## src/rtl/acc_pkg.sv

```systemverilog
// acc_pkg: definitions shared by the accumulator feeder and the accumulator core.
//   - ACC_DATA_W / ACC_CNT_W : default data and beat-count widths
//   - acc_state_e            : feeder sequencing states
package acc_pkg;

  localparam int unsigned ACC_DATA_W = 8;
  localparam int unsigned ACC_CNT_W  = 8;

  typedef enum logic [2:0] {
    IDLE,
    CLEAR,
    RUN,
    SETTLE,
    DONE
  } acc_state_e;

endpackage

```

## src/rtl/acc_feeder_if.sv

```systemverilog
// acc_feeder_if: bundles the command, accumulator and result signals of acc_feeder.
//   Command : cmd_valid, cmd_ready, cmd_step, cmd_count, cmd_clear
//   Accum   : acc_clr, acc_vaild, acc_in (to accumulator), acc_out (from accumulator)
//   Result  : res_valid, res_data, res_err, busy
// Modports:
//   slave  - the feeder itself (takes commands and acc_out, drives everything else)
//   master - the control/test side and accumulator surroundings
interface acc_feeder_if
  import acc_pkg::*;
#(
  parameter int unsigned DATA_W = ACC_DATA_W,
  parameter int unsigned CNT_W  = ACC_CNT_W
);

  logic              cmd_valid;
  logic              cmd_ready;
  logic [DATA_W-1:0] cmd_step;
  logic [CNT_W-1:0]  cmd_count;
  logic              cmd_clear;

  logic              acc_clr;
  logic              acc_vaild;
  logic [DATA_W-1:0] acc_in;
  logic [DATA_W-1:0] acc_out;

  logic              res_valid;
  logic [DATA_W-1:0] res_data;
  logic              res_err;
  logic              busy;

  modport slave (
    input  cmd_valid, cmd_step, cmd_count, cmd_clear, acc_out,
    output cmd_ready, acc_clr, acc_vaild, acc_in,
    output res_valid, res_data, res_err, busy
  );

  modport master (
    output cmd_valid, cmd_step, cmd_count, cmd_clear, acc_out,
    input  cmd_ready, acc_clr, acc_vaild, acc_in,
    input  res_valid, res_data, res_err, busy
  );

endinterface

```

## src/rtl/acc_feeder_cnt.sv

```systemverilog
// acc_feeder_cnt: loadable beat down-counter for acc_feeder.
//   clk, rst_n   : clock, asynchronous active-low reset
//   i_load       : load i_load_val (takes priority over i_dec)
//   i_load_val   : beat count to load
//   i_dec        : decrement by one (one beat issued)
//   o_last       : count == 1, the current beat is the final one
//   o_zero       : count == 0
//   o_ofs        : ramp offset of the current beat (0-based beat index)
// Build option: ACC_FEEDER_RAMP_EN enables the ramp offset; otherwise o_ofs is 0.
module acc_feeder_cnt
  import acc_pkg::*;
#(
  parameter int unsigned CNT_W  = ACC_CNT_W,
  parameter int unsigned DATA_W = ACC_DATA_W
) (
  input  logic              clk,
  input  logic              rst_n,
  input  logic              i_load,
  input  logic [CNT_W-1:0]  i_load_val,
  input  logic              i_dec,
  output logic              o_last,
  output logic              o_zero,
  output logic [DATA_W-1:0] o_ofs
);

  logic [CNT_W-1:0] r_count;

  always_ff @(posedge clk or negedge rst_n) begin
    if (!rst_n) begin
      r_count <= '0;
    end else if (i_load) begin
      r_count <= i_load_val;
    end else if (i_dec) begin
      r_count <= r_count - CNT_W'(1);
    end
  end

  assign o_last = (r_count == CNT_W'(1));
  assign o_zero = (r_count == '0);

`ifdef ACC_FEEDER_RAMP_EN
  // Offset tracks beats already issued; wraps modulo 2^DATA_W like the data path.
  logic [DATA_W-1:0] r_ofs;

  always_ff @(posedge clk or negedge rst_n) begin
    if (!rst_n) begin
      r_ofs <= '0;
    end else if (i_load) begin
      r_ofs <= '0;
    end else if (i_dec) begin
      r_ofs <= r_ofs + DATA_W'(1);
    end
  end

  assign o_ofs = r_ofs;
`else
  assign o_ofs = '0;
`endif

endmodule

```

## src/rtl/acc_feeder.sv

```systemverilog
// acc_feeder: drives bursts of beats into the accumulator and checks the result.
//   clk  : rising-edge clock
//   rst  : asynchronous active-low reset
//   bus  : acc_feeder_if.slave
//          cmd_*      command handshake (accepted on cmd_valid && cmd_ready)
//          acc_clr    one-cycle accumulator clear before a burst
//          acc_vaild  beat valid, acc_in beat data, acc_out accumulator value
//          res_valid  one-cycle result pulse; res_data/res_err held until next
//          busy       any state other than IDLE
// Build option: ACC_FEEDER_RAMP_EN makes beat i carry step+i instead of step.
module acc_feeder
  import acc_pkg::*;
#(
  parameter int unsigned DATA_W = ACC_DATA_W,
  parameter int unsigned CNT_W  = ACC_CNT_W
) (
  input  logic          clk,
  input  logic          rst,
  acc_feeder_if.slave   bus
);

  acc_state_e        r_state;
  acc_state_e        w_next;
  logic [DATA_W-1:0] r_step;
  logic [DATA_W-1:0] r_expected;
  logic [DATA_W-1:0] r_res_data;
  logic              r_res_err;

  logic              w_accept;
  logic              w_last;
  logic              w_zero;
  logic [DATA_W-1:0] w_ofs;
  logic [DATA_W-1:0] w_beat;

  assign w_accept = bus.cmd_valid && (r_state == IDLE);
  assign w_beat   = r_step + w_ofs;

  acc_feeder_cnt #(
    .CNT_W  (CNT_W),
    .DATA_W (DATA_W)
  ) u_cnt (
    .clk        (clk),
    .rst_n      (rst),
    .i_load     (w_accept),
    .i_load_val (bus.cmd_count),
    .i_dec      (r_state == RUN),
    .o_last     (w_last),
    .o_zero     (w_zero),
    .o_ofs      (w_ofs)
  );

  always_ff @(posedge clk or negedge rst) begin
    if (!rst) begin
      r_state <= IDLE;
    end else begin
      r_state <= w_next;
    end
  end

  always_comb begin
    w_next        = r_state;
    bus.cmd_ready = 1'b0;
    bus.busy      = 1'b1;
    bus.acc_clr   = 1'b0;
    bus.acc_vaild = 1'b0;
    bus.acc_in    = '0;
    bus.res_valid = 1'b0;
    case (r_state)
      IDLE: begin
        bus.cmd_ready = 1'b1;
        bus.busy      = 1'b0;
        if (w_accept) begin
          if (bus.cmd_clear) begin
            w_next = CLEAR;
          end else if (bus.cmd_count != '0) begin
            w_next = RUN;
          end else begin
            w_next = SETTLE;
          end
        end
      end
      CLEAR: begin
        bus.acc_clr = 1'b1;
        w_next      = w_zero ? SETTLE : RUN;
      end
      RUN: begin
        bus.acc_vaild = 1'b1;
        bus.acc_in    = w_beat;
        if (w_last) begin
          w_next = SETTLE;
        end
      end
      SETTLE: begin
        w_next = DONE;
      end
      DONE: begin
        bus.res_valid = 1'b1;
        w_next        = IDLE;
      end
      default: begin
        w_next = IDLE;
      end
    endcase
  end

  // Result compare is done while capturing at the end of SETTLE so that
  // res_err is already valid in the DONE cycle alongside res_valid.
  always_ff @(posedge clk or negedge rst) begin
    if (!rst) begin
      r_step     <= '0;
      r_expected <= '0;
      r_res_data <= '0;
      r_res_err  <= 1'b0;
    end else begin
      case (r_state)
        IDLE: begin
          if (w_accept) begin
            r_step     <= bus.cmd_step;
            r_expected <= bus.cmd_clear ? '0 : bus.acc_out;
          end
        end
        CLEAR: begin
          r_expected <= '0;
        end
        RUN: begin
          r_expected <= r_expected + w_beat;
        end
        SETTLE: begin
          r_res_data <= bus.acc_out;
          r_res_err  <= (bus.acc_out != r_expected);
        end
        default: begin
        end
      endcase
    end
  end

  assign bus.res_data = r_res_data;
  assign bus.res_err  = r_res_err;

endmodule

```

## src/flat_wrapper.sv

```systemverilog
// flat-port wrapper written by rule: the top's interface ports become plain ports
module acc_feeder_flat import acc_pkg::*;
#(
  parameter int unsigned DATA_W = ACC_DATA_W,
  parameter int unsigned CNT_W  = ACC_CNT_W
)
  (clk, rst, bus_cmd_valid, bus_cmd_step, bus_cmd_count, bus_cmd_clear, bus_acc_out, bus_cmd_ready, bus_acc_clr, bus_acc_vaild, bus_acc_in, bus_res_valid, bus_res_data, bus_res_err, bus_busy);
  acc_feeder_if #(.DATA_W(DATA_W), .CNT_W(CNT_W)) bus_i ();
  input  logic clk;
  input  logic rst;
  input wire logic [$bits(bus_i.cmd_valid)-1:0] bus_cmd_valid;
  input wire logic [$bits(bus_i.cmd_step)-1:0] bus_cmd_step;
  input wire logic [$bits(bus_i.cmd_count)-1:0] bus_cmd_count;
  input wire logic [$bits(bus_i.cmd_clear)-1:0] bus_cmd_clear;
  input wire logic [$bits(bus_i.acc_out)-1:0] bus_acc_out;
  output wire logic [$bits(bus_i.cmd_ready)-1:0] bus_cmd_ready;
  output wire logic [$bits(bus_i.acc_clr)-1:0] bus_acc_clr;
  output wire logic [$bits(bus_i.acc_vaild)-1:0] bus_acc_vaild;
  output wire logic [$bits(bus_i.acc_in)-1:0] bus_acc_in;
  output wire logic [$bits(bus_i.res_valid)-1:0] bus_res_valid;
  output wire logic [$bits(bus_i.res_data)-1:0] bus_res_data;
  output wire logic [$bits(bus_i.res_err)-1:0] bus_res_err;
  output wire logic [$bits(bus_i.busy)-1:0] bus_busy;
  assign bus_i.cmd_valid = bus_cmd_valid;
  assign bus_i.cmd_step = bus_cmd_step;
  assign bus_i.cmd_count = bus_cmd_count;
  assign bus_i.cmd_clear = bus_cmd_clear;
  assign bus_i.acc_out = bus_acc_out;
  assign bus_cmd_ready = bus_i.cmd_ready;
  assign bus_acc_clr = bus_i.acc_clr;
  assign bus_acc_vaild = bus_i.acc_vaild;
  assign bus_acc_in = bus_i.acc_in;
  assign bus_res_valid = bus_i.res_valid;
  assign bus_res_data = bus_i.res_data;
  assign bus_res_err = bus_i.res_err;
  assign bus_busy = bus_i.busy;
  acc_feeder #(.DATA_W(DATA_W), .CNT_W(CNT_W)) u_core (.clk(clk), .rst(rst), .bus(bus_i));
endmodule
```

## config.mk

```make
export PLATFORM = sky130hd
export DESIGN_NAME = acc_feeder_flat
export DESIGN_NICKNAME = d
export VERILOG_FILES = /design/src/rtl/acc_pkg.sv /design/src/rtl/acc_feeder_if.sv /design/src/rtl/acc_feeder_cnt.sv /design/src/rtl/acc_feeder.sv /design/src/flat_wrapper.sv
export SDC_FILE = /design/constraint.sdc
export NUM_CORES = 1
export LEC_CHECK = 0
export ABC_AREA = 1
export BUFFER_PORTS_ARGS = -buffer_cell sky130_fd_sc_hd__clkbuf_2
export CAP_MARGIN = 20
export CORE_ASPECT_RATIO = 1.1
export CORE_MARGIN = 5
export CORE_UTILIZATION = 49
export CTS_CLUSTER_DIAMETER = 30
export DETAILED_ROUTE_END_ITERATION = 10
export PLACE_DENSITY = 0.76
export SYNTH_ARGS = -nofsm -noshare
export SYNTH_HDL_FRONTEND = slang
export SYNTH_SLANG_ARGS = --single-unit
```

## constraint.sdc

```tcl
create_clock -name clk -period 1.6 [get_ports clk]
set_input_delay 0 -clock clk [delete_from_list [all_inputs] [get_ports clk]]
set_output_delay 0 -clock clk [all_outputs]
set_load 0.01 [all_outputs]
```

==> flow_summary_export.csv <==
group,metric,value,unit
clock_network,cts_made_buffers,5,
die,dieArea,6080,um^2
detailed_routing,wirelength,5272,um
power,power.density,1110,nW/um^2
clock_network,htreeDepth,2,
worst_setup_path,startpoint_type,"flop",
timing,finalSetupTns,0,ps
worst_setup_path,end_kind,"flop",
placement,dpl_cell_area,2594,um^2
worst_setup_path,setup.worst_path.start,"u_core.r_step[0]",
worst_setup_path,cp_slowest_cell,"fa_2",
global_routing,grt_pass1_vias,2096,
global_routing,overflow,0,
die,die_y,81.28,um
yosys,syn_area,2263,um^2
yosys,syn_nets,335,
finish,drive_above_1_share,25.60,%
clock_network,clk_pin_slew,70,ps
worst_hold_path,min_from,"bus_acc_out[0]",
placement,pre_cts_ws,-33.69,ps
timing,worstMarginPinSlew,472.8,ps
worst_hold_path,worstHoldPathType,"in2reg",
yosys,yosys.area.top_type_share,39.80,%
worst_setup_path,r2r_start,"u_core.r_step[0]",
placement,dp_hpwl,3822,um
detailed_routing,firstDrtPassIters,4,
detailed_routing,route.detailed.wl_per_inst,12.23,um
run_status,outcome,"finished clean",
detailed_routing,drtAntennaViolNets,0,
finish,fin_cells,431,
yosys,synth_area_leaders,"dfrtp_1 (40%), nand2_1 (12%), inv_1 (6.3%), nor2_1 (5.6%), ha_1 (5.5%)",
worst_setup_path,required,1760,ps
die,placementRows,26,
timing,max_freq,637.5,MHz
detailed_routing,drc,0,
worst_setup_path,critPathKind,"reg2reg",
timing,whs,8.012,ps
die,fp.coreArea,4554,um^2
job,maxCapViolations,0,
worst_setup_path,cp_top_family,"adder cells",
finish,nFillCells,382,
finish,finalInstanceArea,2992,um^2
timing,slew_violations,0,
placement,globalplace.congestion,0.8419,
clock_network,clkSinkCount,36,
die,die_w,74.80,um
finish,diodes,0,
yosys,synth_cell_types,33,
finish,synthToLayoutAreaGrowth,32.17,%
yosys,syn-instance-count,296,
timing,finClkSkew,6.195,ps
clock_network,cts_root_buf,"clkbuf_8",
power,vdd_drop_max,0.7726,mV
timing,hold_viol_final,0,
worst_setup_path,critPathArrivalTime,1730,ps
yosys,synth_warnings,0,
placement,dp.cells,402,
placement,numPortBuffers,49,
detailed_routing,drt-initial-drc-count,86,
power,p_leak,1.458,nW
worst_setup_path,crit_buf_inv,0,
clock_network,clk-insertion-delay-late,280,ps
yosys,ys_ff_latch,36,
timing,finalCritPeriodShare,98.03,%
detailed_routing,avgViaCountPerCell,4.933,
global_routing,antenna_found_initial,0,
timing,rsz0062_at_grt,"yes",
timing,slew_headroom,68.48,%
detailed_routing,vias,2126,
die,initial_utilization,49.70,%
worst_setup_path,cp_max_fo,4,
global_routing,grt_max_degree,37,
worst_setup_path,cp_cell_sequence,"ha_2, fa_2, or2_2, nand3_2, a31oi_1",
timing,worst_slack,31.46,ps
clock_network,clockBufferDepth,2,
die,io-pin-count,50,
timing,setup_violations,0,
yosys,yosys.area.top_type,"dfrtp_1",
timing,fin_crit,1569,ps
finish,finalNetCount,413,
global_routing,grt_pass1_wl,8887,um
yosys,yosysSeqAreaShare,39.80,%
global_routing,grt_usage,18.74,%
yosys,avgSynthCellArea,7.647,um^2
clock_network,cts_tree,"done",
worst_setup_path,critPathMaxStageDelay,390,ps
stage by stage:
| stage | total power [mW] | util, % |
|---|---|---|
| 2_1_floorplan | 1.930 | - |
| 3_3_place_gp | 2.160 | 56.95 |
| 3_5_place_dp | 2.202 | 56.95 |
| 4_1_cts | 3.144 | 64.18 |
| 5_1_grt | 3.581 | 65.69 |
| 6_report | 3.319 | 65.69 |
metal layers:
metal / share of wire [%] / track usage [%] / wire length, um / up-vias
met5: 0 / 0 / 0 / -
met3: 4.6 / 3.837 / 243 / 8
met2: 51 / 31.99 / 2676 / 47
met1: 43 / 23.86 / 2284 / 965
li1: - / - / - / 1106
met4: 1.3 / 5.160 / 68 / 0
state kept, by name, indices dropped and copies added, names as in the netlist:
register              count
u_core.bus.res_data       8
u_core.r_expected         8
u_core.r_step             8
u_core.u_cnt.r_count      8
u_core.r_state            3
u_core.bus.res_err        1
layout make-up:
type | count | area, um^2 | share of cell area [%]
multi-input combinational | 210 | 1226 | 40.99
sequential | 36 | 902.1 | 30.15
timing repair buffer | 76 | 498.0 | 16.65
inverter | 45 | 168.9 | 5.646
clock buffer | 7 | 96.34 | 3.220
tap | 56 | 70.07 | 2.342
clock inverter | 1 | 30.03 | 1.004
cell usage in the layout (no fill, tap or decap), types with 2 or more instances in the layout:
cell type      synthesis  routed
clkbuf_8               0       7
nand3_2                1       2
nand4_1                5       5
dlygate4sd3_1          0      20
nor2_1                34      34
o221ai_1               2       2
buf_4                  0       7
nand2_1               72      71
xor2_1                 8       8
nor3_1                 2       2
ha_4                   0       4
nand3_1               13      12
nand3_4                2       2
nand2_2                4       5
xnor2_1                2       2
ha_1                  10       5
dfrtp_1               36      35
a21oi_1               20      20
o21ai_0               16      16
clkbuf_2               0      49
o211ai_1               3       3
nor2_4                 3       3
inv_1                 38      38
o21ai_2                3       3
inv_2                  7       7
final timing paths:
path                            slack, ps                       to  depth (start not counted)
min in group asynchronous             300  u_core.u_cnt.r_count[4]                          3
worst min-delay path                    8   u_core.bus.res_data[0]                          3
max in group asynchronous             930     u_core.r_expected[2]                          3
worst min register to register        470   u_core.bus.res_data[1]                          2
worst max-delay path                   30     u_core.r_expected[2]                          5
worst max register to register         30     u_core.r_expected[2]                          5
timing repair:
item / CTS / global route
gates cloned: 0 / 0
pin swaps: 0 / 2
endpoints found under the hold margin: 56 / 0
buffers inserted: 0 / 1
setup endpoints to repair: 3 / 6
hold buffers: 20 / 0
gates resized for setup: 1 / 8
cells in the mapped netlist (all sizes together):
cell and instances:
a21boi 1, a21o 1, a21oi 20, a22oi 1, a31oi 1, buf 4, clkbuf 1, dfrtp 36
fa 1, ha 10, inv 45, nand2 77, nand3 16, nand4 5, nor2 37, nor3 3
nor3b 1, o211ai 3, o21ai 19, o221ai 2, o22ai 1, or2 1, xnor2 2, xor2 8
cell families after synthesis:
logic type / count (synthesis) / synth area share, %
AND/OR/NAND/NOR: 140 / 28.69
XOR/XNOR: 10 / 3.870
flip-flops: 36 / 39.80
buffers and inverters: 50 / 8.789
adder cells (fa/ha/maj): 11 / 6.412
AO/OA/AOI/OAI: 49 / 12.44
power by group:
group	total, mW	internal [mW]	switching, mW	leakage (nW)
Combinational	1.25	0.602	0.649	1.01
Sequential	1.20	1.04	0.164	0.380
Clock	0.867	0.550	0.318	0.0645
worst reg2reg max path: stages (launching register included):
cell and delay, ps:
dfrtp_1 380, ha_2 200, fa_2 390, or2_2 320, nand3_2 70, a31oi_1 90
No activity file was read; power rests on OpenSTA's default activity.
